--- config.mk ---
export PLATFORM = sky130hd
export DESIGN_NAME = out_capture_uart
export DESIGN_NICKNAME = d
export VERILOG_FILES = /design/src/rtl/out_capture_uart.sv
export SDC_FILE = /design/constraint.sdc
export NUM_CORES = 1
export LEC_CHECK = 0
export BUFFER_PORTS_ARGS = -buffer_cell sky130_fd_sc_hd__buf_2
export CORE_MARGIN = 3
export CORE_UTILIZATION = 53
export DETAILED_ROUTE_END_ITERATION = 10
export GPL_ROUTABILITY_DRIVEN = 0
export HOLD_SLACK_MARGIN = 0.15
export PLACE_DENSITY_LB_ADDON = 0.08
export SLEW_MARGIN = 10
export SYNTH_ARGS = -nofsm -noshare
export SYNTH_HDL_FRONTEND = slang
export SYNTH_SLANG_ARGS = --single-unit
--- constraint.sdc ---
create_clock -name clk -period 5.95 [get_ports clk]
set_clock_uncertainty 0.2 [all_clocks]
set_input_delay 0.2975 -clock clk [delete_from_list [all_inputs] [get_ports clk]]
set_output_delay 0.2975 -clock clk [all_outputs]
set_load 0.03 [all_outputs]
--- src/rtl/out_capture_uart.sv ---
// Byte capture FIFO draining into an 8N1 serial transmitter.
// Bytes strobed in on din_valid are queued and sent LSB first on tx.
module out_capture_uart #(
    parameter int unsigned DEPTH        = 8,
    parameter int unsigned CLKS_PER_BIT = 4
) (
    input  logic                     clk,
    input  logic                     rst_n,
    input  logic                     ena,
    input  logic [7:0]               din,
    input  logic                     din_valid,
    output logic                     tx,
    output logic                     busy,
    output logic                     full,
    output logic                     empty,
    output logic                     overflow,
    output logic [$clog2(DEPTH):0]   count
);

    localparam int unsigned AW    = $clog2(DEPTH);
    localparam int unsigned CW    = AW + 1;
    localparam int unsigned CNT_W = $clog2(CLKS_PER_BIT);

    typedef enum logic [1:0] {
        IDLE  = 2'd0,
        START = 2'd1,
        DATA  = 2'd2,
        STOP  = 2'd3
    } state_t;

    logic [7:0]       mem [DEPTH];
    logic [AW-1:0]    wr_ptr;
    logic [AW-1:0]    rd_ptr;
    logic [CW-1:0]    count_d;
    logic             push;
    logic             drop;
    logic             pop;

    state_t           state;
    state_t           state_d;
    logic [CNT_W-1:0] clk_cnt;
    logic [CNT_W-1:0] clk_cnt_d;
    logic [2:0]       bit_idx;
    logic [2:0]       bit_idx_d;
    logic [7:0]       shift;
    logic [7:0]       shift_d;
    logic             tx_d;
    logic             busy_d;
    logic             bit_end;

    // Push/drop decisions use the registered full flag only.
    assign push    = ena & din_valid & ~full;
    assign drop    = ena & din_valid & full;
    assign bit_end = (clk_cnt == CNT_W'(CLKS_PER_BIT - 1));

    always_comb begin
        count_d = count;
        if (push && !pop) begin
            count_d = count + CW'(1);
        end else if (!push && pop) begin
            count_d = count - CW'(1);
        end
    end

    // FIFO storage; contents need no reset since the pointers define validity.
    always_ff @(posedge clk) begin
        if (rst_n && push) begin
            mem[wr_ptr] <= din;
        end
    end

    always_ff @(posedge clk) begin
        if (!rst_n) begin
            wr_ptr   <= '0;
            rd_ptr   <= '0;
            count    <= '0;
            full     <= 1'b0;
            empty    <= 1'b1;
            overflow <= 1'b0;
        end else begin
            if (push) begin
                wr_ptr <= wr_ptr + AW'(1);
            end
            if (pop) begin
                rd_ptr <= rd_ptr + AW'(1);
            end
            count <= count_d;
            full  <= (count_d == CW'(DEPTH));
            empty <= (count_d == CW'(0));
            if (drop) begin
                overflow <= 1'b1;
            end
        end
    end

    // Transmitter state and registered line outputs.
    always_ff @(posedge clk) begin
        if (!rst_n) begin
            state   <= IDLE;
            clk_cnt <= '0;
            bit_idx <= '0;
            shift   <= '0;
            tx      <= 1'b1;
            busy    <= 1'b0;
        end else begin
            state   <= state_d;
            clk_cnt <= clk_cnt_d;
            bit_idx <= bit_idx_d;
            shift   <= shift_d;
            tx      <= tx_d;
            busy    <= busy_d;
        end
    end

    // Next state; tx/busy are decoded from the next state so they register with it.
    always_comb begin
        state_d   = state;
        clk_cnt_d = clk_cnt;
        bit_idx_d = bit_idx;
        shift_d   = shift;
        pop       = 1'b0;

        unique case (state)
            IDLE: begin
                if (!empty && ena) begin
                    pop       = 1'b1;
                    shift_d   = mem[rd_ptr];
                    clk_cnt_d = '0;
                    state_d   = START;
                end
            end
            START: begin
                if (bit_end) begin
                    clk_cnt_d = '0;
                    bit_idx_d = '0;
                    state_d   = DATA;
                end else begin
                    clk_cnt_d = clk_cnt + CNT_W'(1);
                end
            end
            DATA: begin
                if (bit_end) begin
                    clk_cnt_d = '0;
                    if (bit_idx == 3'd7) begin
                        state_d = STOP;
                    end else begin
                        bit_idx_d = bit_idx + 3'(1);
                        shift_d   = {1'b0, shift[7:1]};
                    end
                end else begin
                    clk_cnt_d = clk_cnt + CNT_W'(1);
                end
            end
            STOP: begin
                if (bit_end) begin
                    clk_cnt_d = '0;
                    state_d   = IDLE;
                end else begin
                    clk_cnt_d = clk_cnt + CNT_W'(1);
                end
            end
            default: begin
                state_d = IDLE;
            end
        endcase

        tx_d   = 1'b1;
        busy_d = (state_d != IDLE);
        if (state_d == START) begin
            tx_d = 1'b0;
        end else if (state_d == DATA) begin
            tx_d = shift_d[0];
        end
    end

endmodule
# Word-level counts from Yosys, hierarchy flattened
# Memories as Yosys holds them, arrays and structs flattened. A register that Yosys moved wholly into a read port is not among the register bits.
# Index checks and enable logic that the tools add are counted.
# Widths: inputs -> output; s select.
[op_classes]
add_sub_neg = 6
eq_ne = 12
muxes = 27
bitwise_logic = 4
reduce_logical = 15
[op_table]
columns = ["cell", "n"]
rows = [
  ["$mux 8", 3],
  ["$pmux 8 s2", 1],
  ["$mux 3", 5],
  ["$mux 2", 7],
  ["$add 3x1->3 const B", 3],
  ["$eq 2x2->1 const B", 4],
  ["$mux 4", 2],
  ["$ne 2x2->1 const B", 4],
  ["$pmux 2 s4", 1],
  ["$reduce_and 4->1", 2],
  ["$mux 1", 6],
  ["$pmux 3 s2", 1],
  ["$reduce_bool 2->1", 3],
  ["$add 4x1->4 const B", 1],
  ["$eq 2x1->1 const B", 2],
  ["$eq 4x4->1 const B", 1],
  ["$logic_and 1x1->1", 4],
  ["$logic_not 4->1", 1],
  ["$pmux 2 s2", 1],
  ["$sub 4x1->4 const B", 1],
  ["$and 1x1->1", 3],
  ["$eq 3x3->1 const B", 1],
  ["$logic_not 1->1", 3],
  ["$reduce_or 3->1", 1],
  ["other kinds (3)", 3],
]
[word_totals]
reg_bits = 30
ram_bits = 64
input_bits = 12
output_inout_bits = 9
word_cells = 78
memories = 1
[memory_table]
columns = ["memory", "words", "word_bits", "rd", "rd_clocked_by_memory_dff", "wr", "line", "text"]
rows = [
  ["mem", 8, 8, 1, 1, 1, "31", "logic [7:0] mem [DEPTH];"],
]

# Logic depth before layout (Yosys ltp)
# Gate-level depths: netlist of run 1.
[depth]
depth_word = 8
mapped_depth = 8
mapped_depth_nobuf = 7

# Worst setup path before layout of run 1
# Ideal clock, no wire load.
[synth_timing]
path_kind = "flip-flop to flip-flop"
startpoint = "register full"
endpoint = "memory mem[1][0] (enable)"
setup_ps = 395
arrival_time_ps = 1642
required_ps = 5355
slack_ps = 3713
stages_incl_launch_ff = 3
path_buffers = 0
period_less_slack_ps = 2237
cell_sequence = "dfxtp_1 > nand3b_1 > nor4_1"
[synth_via]
elab_chain_len = 5
[synth_lines]
columns = ["item", "line", "text"]
rows = [
  ["start: declaration", "14", "output logic full,"],
  ["start signal: assignment", "88", "full <= (count_d == CW'(DEPTH));"],
  ["$not 1->1", "52", "assign push = ena & din_valid & ~full;"],
  ["$and 1x1->1", "52", ""],
  ["$logic_and 1x1->1", "67", "if (rst_n && push) begin"],
  ["$mux 1", "67", ""],
  ["$mux 1 (not written as such)", "68", "mem[wr_ptr] <= din;"],
  ["end: declaration", "31", ""],
]
# No other way between the ends.

# Final worst setup path of run 1
[layout_timing]
startpoint = "input port rst_n"
endpoint = "memory mem[4][4] (enable)"
[layout_via]
elab_chain_len = 3
[layout_lines]
columns = ["item", "line", "text"]
rows = [
  ["start: declaration", "8", "input logic rst_n,"],
  ["$logic_and 1x1->1", "67", ""],
  ["$mux 1", "67", ""],
  ["$mux 1 (not written as such)", "68", ""],
]
# No other way between the ends.

==> flow_metrics.py, run 1 <==
metrics = {
    "outcome": {
        "outcome": "finished, final reports clean",
    },
    "sta": {
        "drv_slew": 0,
        "setup_viol": 0,
        "finalHoldViolations": 0,
        "worstMarginPinSlew_ns": 0.8377,
        "tns_ns": 0,
        "rsz0062_at_grt": "false",
        "period_minus_slack_ns": 3.058,
        "fin_ws_ns": 2.892,
        "slew_headroom_pct": 43.94,
        "max_freq_mhz": 327.0,
        "fin_crit_sh_pct": 51.40,
    },
    "synth": {
        "mappedNetlistArea_sq_um": 3935,
        "synthSimpleGateAreaFrac_pct": 10.30,
        "ys_ff_latch": 97,
        "synth_fa_ha_area_share_pct": 2.226,
        "mappedNetlistNets": 286,
        "yosysSeqAreaShare_pct": 65.63,
        "synth_edf_count": 64,
        "synth_compound_area_share_pct": 6.645,
        "synth_top_family_by_area": "multiplexers",
        "syn_area_per_cell_sq_um": 14.74,
        "synth-main-ff-cell": "edfxtp_1",
        "ys_types": 48,
        "syn_inst": 267,
        "muxShareOfSynthArea_pct": 11.48,
        "async_reset_ff_share_pct": 0,
        "yosysWarningCount": 0,
        "yosys.area_share.xor_xnor_pct": 1.558,
    },
    "drt": {
        "drtAntennaViolNets": 0,
        "drtIter0Drc": 89,
        "drtPass1Iterations": 4,
        "vias": 2225,
        "drc": 0,
        "wl_per_cell_microns": 16.64,
        "detail_route.vias_per_cell": 5.494,
        "wirelength_mm": 6.740,
    },
    "pwr": {
        "p_per_area_nw_per_um2": 321.3,
        "peakVddDrop_uv": 169.3,
        "power.leakage_uw": 0.001483,
        "power_uw": 1429,
    },
    "place": {
        "io_buffers": 20,
        "place_ws_ns": 2.609,
        "dp_hpwl_mm": 4.324,
        "placed_cell_area_sq_um": 4154,
    },
    "global_routing": {
        "grt_max_degree": 29,
        "overflow": 0,
        "grt_util_all_layers_pct": 17.45,
        "grt_pass1_wl_mm": 11.11,
        "grt_pass1_vias": 2185,
        "antenna_found_initial": 0,
    },
    "clock_tree": {
        "postCtsSetupBuffers": 0,
        "clockBufferDepth": 2,
        "ctsResizeCount": 0,
        "cts_buffers": 9,
        "cts_root_buf": "clkbuf_8",
        "clkSinkCount": 97,
        "clk_latency_ns": 0.36,
        "cts-htree-levels": 3,
        "clkTransAtPathRegs_ns": 0.09,
        "cts_tree": "yes",
    },
    "setup_path": {
        "worst-path-max-fanout": 28,
        "worst-setup-path-type": "in -> reg",
        "worstPathArrival_ns": 2.85,
        "critPathRequiredTime_ns": 5.74,
        "cp-end-kind": "register",
        "critical_path.startpoint_type": "input pin",
    },
    "die": {
        "rows": 30,
        "io_pins": 21,
        "die_h_microns": 92.17,
        "die_w_microns": 92.17,
        "start_util_pct": 56.36,
        "die-area_sq_um": 8494,
        "core_area_sq_um": 6982,
    },
    "cells_and_area": {
        "final_cell_mix": "edfxtp_1 (64), dfxtp_1 (33), nor2_1 (30)",
        "final_common_cell": "edfxtp_1",
        "fin_nets": 323,
        "area_growth_syn_to_layout_pct": 13.04,
        "final_util_pct": 63.71,
        "drive_gt1_share_pct": 23.30,
        "diodes": 0,
        "design_area_sq_um": 4448,
    },
    "worst_hold_path": {
        "hp-class": "reg -> reg",
    },
    "run": {
        "drv_cap": 0,
    },
}
final cells by class:
| type | count | area (sq um) |
|---|---|---|
| Timing Repair Buffer | 38 | 262.8 |
| Fill cell | 551 | 2534 |
| Clock buffer | 10 | 127.6 |
| Inverter | 5 | 18.77 |
| Tap cell | 96 | 120.1 |
| Sequential cell | 97 | 2582 |
| Clock inverter | 6 | 51.30 |
| Multi-Input combinational cell | 153 | 1285 |
registers in the layout, summed over array words and instances, names as in the netlist, 2 cells and up, named ones only:
| signal | flops |
|---|---|
| rd_ptr | 3 |
| wr_ptr | 3 |
| count | 4 |
| state | 2 |
| mem | 64 |
| bit_idx | 3 |
| clk_cnt | 2 |
| shift | 8 |
cells in the mapped netlist, types with 2 or more instances:
master	n	area, sq um
nor4_1	2	12.51
nor3_1	7	35.03
mux2i_1	8	80.08
and2_1	2	12.51
o21ai_0	2	10.01
dfxtp_1	33	660.6
xnor2_1	3	26.28
inv_1	4	15.01
or3_1	2	12.51
nor2_1	30	112.6
mux4_2	16	360.4
ha_1	7	87.58
nand3_1	6	30.03
clkbuf_1	4	15.01
xor2_1	4	35.03
edfxtp_1	64	1922
o2111ai_1	2	17.52
a21oi_1	12	60.06
nand2_1	18	67.56
nor2b_1	3	18.77
a221oi_1	6	52.55
buf_2	5	25.02
buf_6	2	22.52
kinds of logic (layout without fill, tap and decap cells):
family                   count (synthesis)  count (layout)
AO/OA/AOI/OAI                           34              34
adder cells (fa/ha/maj)                  7               7
AND/OR/NAND/NOR                         80              80
XOR/XNOR                                 7               7
flip-flops                              97              97
multiplexers                            25              25
buffers and inverters                   17              59
power by group:
| group | leakage (uW) | internal [uW] | total (uW) | switching (uW) |
|---|---|---|---|---|
| logic | 0.000557 | 115 | 261 | 146 |
| registers | 0.000845 | 750 | 784 | 34.0 |
| clock network | 0.0000810 | 157 | 384 | 227 |
| total | 0.00148 | 1020 | 1430 | 407 |
metal layers:
| layer | GRT usage, % | vias to the layer above | share of wire [%] |
|---|---|---|---|
| met1 | 22.35 | 1087 | 44 |
| li1 | - | 1096 | - |
| met3 | 4.430 | 11 | 3.4 |
| met4 | 6.931 | 0 | 1.8 |
| met5 | 0 | - | 0 |
| met2 | 28.59 | 31 | 51 |
timing repair:
item	4_1_cts	5_1_grt
setup endpoints to repair	0	0
hold buffers	11	0
endpoints found under the hold margin	69	0
critical path, stage by stage:
cell           delay, ns
dlygate4sd3_1       0.53
buf_2               0.18
clkinv_1            0.64
or3_1               0.61
nor2_1              0.58
worst paths after layout:
path         cells past startpoint       start  slack (ns)          to
max                              5       rst_n        2.89   mem[4][4]
min                              2  bit_idx[2]        0.26  bit_idx[2]
max reg2reg                      3        full        3.70   mem[7][2]
min reg2reg                      2  bit_idx[2]        0.26  bit_idx[2]
per-stage QoR:
step | hold WS (ns) | instances
after floorplan | 0.1567 | 267
after global placement | 0.2385 | 378
after detailed placement | 0.2516 | 378
after CTS | 0.2648 | 405
after global routing | 0.2913 | 405
final | 0.2598 | 405
(Power assumes the default switching activity.)
==> inputs of run 2 (changes only) <==
- clock period: 5.95 -> 2.5 ns (I/O delays scaled with it)
==> run 2 against run 1 <==
Routed wire length grew 2.2%; global-route usage increased by 0.51 points; sequential power is 140% higher; combinational power grew 140%; non-clock buffer count up 7; clock power grew 140%; highest routed layer unchanged; setup slack worse by 2.5 ns; largest cell class unchanged; first-iteration DRC count rose by 70%; final cell count grew 1.7%; cell area up 1.5%; sequential cell count is the same; worst hold slack better by 0.0073 ns.
==> flow_metrics.py, run 2 (synthesis results as in run 1) <==
metrics = {
    "clock_tree": {
        "cts-htree-levels": 3,
        "cts_hold_buf": 11,
        "cts_tree": "yes",
        "cts_buffers": 9,
        "clkSinkCount": 97,
        "clk_latency_ns": 0.36,
        "cts_root_buf": "clkbuf_8",
        "clockBufferDepth": 2,
        "clkTransAtPathRegs_ns": 0.09,
        "ctsResizeCount": 0,
        "postCtsSetupBuffers": 0,
    },
    "setup_path": {
        "cp-end-kind": "register",
        "crit_start": "state[1]",
        "setup.worst_path.end": "full",
        "worst-setup-path-type": "reg -> reg",
        "r2r_cells": 5,
        "worst-path-max-fanout": 11,
        "reg2reg_setup_slack_ns": 0.40,
        "critical_path.startpoint_type": "register",
        "reg2reg_to": "full",
        "reg2reg_from": "state[1]",
        "critPathRequiredTime_ns": 2.55,
        "worstPathArrival_ns": 2.15,
    },
    "global_routing": {
        "grt_util_all_layers_pct": 17.96,
        "overflow": 0,
        "grt_pass1_wl_mm": 11.36,
        "grt_max_degree": 28,
        "antenna_found_initial": 0,
        "grt_pass1_vias": 2228,
    },
    "drt": {
        "topRoutingLayerUsed": "met4",
        "drtIter0Drc": 151,
        "m1WireLength_mm": 3.020,
        "wl_per_cell_microns": 16.71,
        "routed-wl-met3_microns": 329,
        "vias": 2258,
        "wirelength_mm": 6.886,
        "routed-wl-met2_mm": 3.486,
        "drtAntennaViolNets": 0,
        "drtPass1Iterations": 4,
        "drc": 0,
        "detail_route.vias_per_cell": 5.481,
    },
    "cells_and_area": {
        "final_common_cell": "edfxtp_1",
        "largest_reg_flops": 64,
        "regMostFlops": "mem",
        "nFillCells": 529,
        "fin_nets": 330,
        "diodes": 0,
        "reg_top3": "mem (64), shift (8), count (4)",
        "multiInputGateArea_sq_um": 1280,
        "drive_gt1_share_pct": 25.00,
        "final_cell_mix": "edfxtp_1 (64), dfxtp_1 (33), nor2_1 (30)",
        "design_area_sq_um": 4514,
        "area_growth_syn_to_layout_pct": 14.72,
        "register_area_sq_um": 2582,
    },
    "outcome": {
        "outcome": "finished, final reports clean",
    },
    "sta": {
        "max_freq_mhz": 476.3,
        "drv_slew": 0,
        "worstMarginPinSlew_ns": 0.5704,
        "fin_ws_ns": 0.4007,
        "setup_viol": 0,
        "whs_ns": 0.2671,
        "tns_ns": 0,
        "period_minus_slack_ns": 2.099,
        "fin_crit_sh_pct": 83.97,
        "rsz0062_at_grt": "false",
        "slew_headroom_pct": 61.92,
        "finalHoldViolations": 0,
    },
    "pwr": {
        "power_uw": 3437,
        "power.leakage_uw": 0.001534,
        "p_per_area_nw_per_um2": 761.4,
        "peakVddDrop_uv": 421.1,
    },
    "die": {
        "start_util_pct": 56.36,
        "die-area_sq_um": 8494,
        "die_h_microns": 92.17,
        "core_area_sq_um": 6982,
        "io_pins": 21,
        "rows": 30,
        "die_w_microns": 92.17,
    },
    "place": {
        "dp_hpwl_mm": 4.342,
        "place_ws_ns": 0.4204,
        "placed_cell_area_sq_um": 4219,
        "io_buffers": 20,
    },
    "worst_hold_path": {
        "hp-class": "reg -> reg",
    },
    "run": {
        "drv_cap": 0,
    },
}
## run 2: worst max-delay path, cell delays in order, from the launching register on
cell       delay, ns
dfxtp_1         0.43
or4b_4          0.67
nand2_2         0.18
a2bb2oi_2       0.20
xor2_1          0.23
nor3_2          0.06
## run 2: area by class of cell
cell class / count / share of cell area [%]
flip-flops and latches: 97 / 57.21
multi-input cells: 153 / 28.35
repair buffers: 45 / 7.262
clock buffers: 9 / 2.744
well taps: 96 / 2.661
clock inverters: 7 / 1.358
inverters: 5 / 0.4157
## run 2: stage by stage
stage	std cells	util [%]
floorplan	267	-
detailed placement	385	60.43
global placement	385	60.43
global route	412	64.66
CTS	412	64.66
finish	412	64.66
## run 2: metal layers
layer	GRT usage, %	vias to the layer above
met4	4.827	0
met5	0	-
li1	-	1105
met1	22.63	1103
met3	6.317	6
met2	29.62	44
## run 2: worst min-delay path by stage
stage               cells past startpoint  startpoint          to
floorplan                               1       rst_n       empty
global placement                        2       rst_n          tx
detailed placement                      1      din[3]   mem[3][3]
CTS                                     2  bit_idx[2]  bit_idx[2]
global route                            2    overflow    overflow
finish                                  2  bit_idx[2]  bit_idx[2]
## run 2: report_power, final
group          switching [uW]  leakage [uW]  internal, uW
Sequential               79.7      0.000845          1780
Clock                     554     0.0000936           380
Combinational             345      0.000596           293
Total                     979       0.00153          2460
==> inputs of run 3 (changes only) <==
- clock period: 2.5 -> 1.7 ns (I/O delays scaled with it)
==> run 3 against run 2 <==
The flow now finishes with violations (negative setup slack); register-to-register slack got worse by 0.57 ns; non-clock buffer count rose by 37; global-route usage rose by 2.3 points; via count rose by 10%; routed wire length rose by 17%; largest cell class unchanged.
==> flow_metrics.py, run 3 (synthesis results as in run 1) <==
metrics = {
    "cells_and_area": {
        "drive_gt1_share_pct": 42.49,
        "diodes": 0,
        "nFillCells": 462,
        "fin_nets": 367,
        "largest_reg_flops": 64,
        "final_common_cell": "edfxtp_1",
        "reg_top3": "mem (64), shift (8), count (4)",
        "area_growth_syn_to_layout_pct": 32.85,
        "design_area_sq_um": 5228,
        "final_cell_mix": "edfxtp_1 (64), buf_4 (32), nor2_1 (27)",
        "regMostFlops": "mem",
        "layout.cells.non_filler": 449,
        "final_util_pct": 74.87,
    },
    "outcome": {
        "outcome": "finished with violations",
        "violations": "negative setup slack",
    },
    "setup_path": {
        "worst-path-max-fanout": 8,
        "crit_path_frequent_cell": "ha_4",
        "path_buf_inv": 1,
        "cp_cell_sequence": "ha_4 > ha_4 > nor4bb_4 > buf_4 > nor2_4 > a22o_1 > o22ai_1 > nand2_1",
        "crit_slowest_cell": "dfxtp_2",
        "worstPathArrival_ns": 1.94,
        "critPathRequiredTime_ns": 1.77,
        "path_delay_family": "simple AND/OR/NAND/NOR gates",
        "cp-end-kind": "register",
        "critical_path.startpoint_type": "register",
        "critPathMaxStageDelay_ns": 0.35,
        "worst-setup-path-type": "reg -> reg",
    },
    "drt": {
        "drtAntennaViolNets": 0,
        "drtPass1Iterations": 4,
        "wirelength_mm": 8.056,
        "drtIter0Drc": 134,
        "drc": 0,
        "vias": 2495,
        "detail_route.vias_per_cell": 5.557,
        "wl_per_cell_microns": 17.94,
    },
    "clock_tree": {
        "clkSinkCount": 97,
        "clockBufferDepth": 2,
        "cts_buffers": 9,
        "cts_tree": "yes",
        "cts-htree-levels": 3,
        "clk_latency_ns": 0.37,
        "cts_root_buf": "clkbuf_8",
        "clkTransAtPathRegs_ns": 0.10,
    },
    "global_routing": {
        "grt_use_met3_pct": 4.922,
        "grt_pass1_wl_mm": 12.86,
        "grt_use_met2_pct": 32.00,
        "grt_util_all_layers_pct": 20.26,
        "grt_pass1_vias": 2487,
        "grt_max_degree": 28,
        "use_met1_pct": 27.24,
        "top_usage_layer": "met2",
        "overflow": 0,
        "antenna_found_initial": 0,
    },
    "pwr": {
        "p_int_uw": 4001,
        "p_per_area_nw_per_um2": 1065,
        "swShare_pct": 28.17,
        "power.leakage_uw": 0.001799,
        "combPwrFrac_pct": 24.5,
        "peakVddDrop_uv": 599.6,
        "switchingPower_uw": 1569,
        "clkPwrFrac_pct": 26.7,
        "share_seq_of_total_power_pct": 48.8,
    },
    "sta": {
        "period_minus_slack_ns": 1.866,
        "max_freq_mhz": 535.8,
        "slew_headroom_pct": 75.28,
        "drv_slew": 0,
        "finalHoldViolations": 0,
        "setup_viol": 15,
        "rsz0062_at_grt": "true",
        "fin_ws_ns": -0.1663,
        "worstMarginPinSlew_ns": 0.3680,
        "fin_crit_sh_pct": 109.8,
    },
    "die": {
        "die_w_microns": 92.17,
        "die-area_sq_um": 8494,
        "io_pins": 21,
        "die_h_microns": 92.17,
        "core_area_sq_um": 6982,
        "start_util_pct": 56.36,
        "rows": 30,
    },
    "run": {
        "drv_cap": 0,
    },
    "place": {
        "dp_hpwl_mm": 5.081,
        "placed_cells": 413,
        "placed_cell_area_sq_um": 4723,
        "io_buffers": 20,
    },
    "worst_hold_path": {
        "hp-class": "in -> reg",
    },
}
-- run 3: worst paths after layout --
check                                 from         end  slack, ns  cells past startpoint
worst max-delay path            bit_idx[1]          tx      -0.17                      8
worst max register to register  bit_idx[1]          tx      -0.17                      8
worst min-delay path                   ena    count[2]       0.19                      6
worst min register to register  clk_cnt[1]  clk_cnt[1]       0.28                      2
-- run 3: final cells by class --
class	count	area [sq um]	share of cell area, %
multi-input combinational	153	1506	28.82
sequential	97	2601	49.76
tap	96	120.1	2.298
clock buffer	10	127.6	2.441
clock inverter	6	67.56	1.292
timing repair buffer	82	785.8	15.03
inverter	5	18.77	0.3590
-- run 3: what timing repair did --
item / CTS / global route
hold buffers: 12 / 0
setup endpoints to repair: 34 / 54
hold endpoints to repair: 95 / 0
pin swaps: 14 / 9
resized for setup: 14 / 16
setup buffers: 4 / 5
cloned: 0 / 0
-- run 3: power by group through the flow --
stage	Combinational, uW	Clock (uW)	Sequential [uW]
4_1_cts	1300	1490	2710
3_3_place_gp	1170	0	2760
6_report	1370	1480	2720
5_1_grt	1480	1610	2730
3_5_place_dp	1200	0	2760
2_1_floorplan	692	0	2880
-- run 3: metal layers --
metal  wire length, microns  vias up  share of wire [%]
met2                   4007       54                 50
met1                   3513     1245                 44
met3                    388       16                4.8
met5                      0        -                  0
met4                    146        0                1.8
li1                       -     1180                  -
-- run 3: metrics by stage --
step                      setup TNS (ns)  hold slack (ns)  power (uW)  setup WS [ns]
after floorplan                   -3.710         -0.05626        3573        -0.1653
after global placement            -1.711           0.1500        3931        -0.1913
after detailed placement          -2.131           0.1607        3961        -0.2272
after CTS                         -1.777           0.2134        5506        -0.2039
after global routing              -3.692           0.2060        5827        -0.2471
final                             -1.701           0.1864        5570        -0.1663
-- run 3: worst reg2reg max path, stage by stage (launching register included) --
cell and delay [ns]:
dfxtp_2 0.35, ha_4 0.16, ha_4 0.16, nor4bb_4 0.25, buf_4 0.16, nor2_4 0.07, a22o_1 0.22, o22ai_1 0.14
nand2_1 0.07
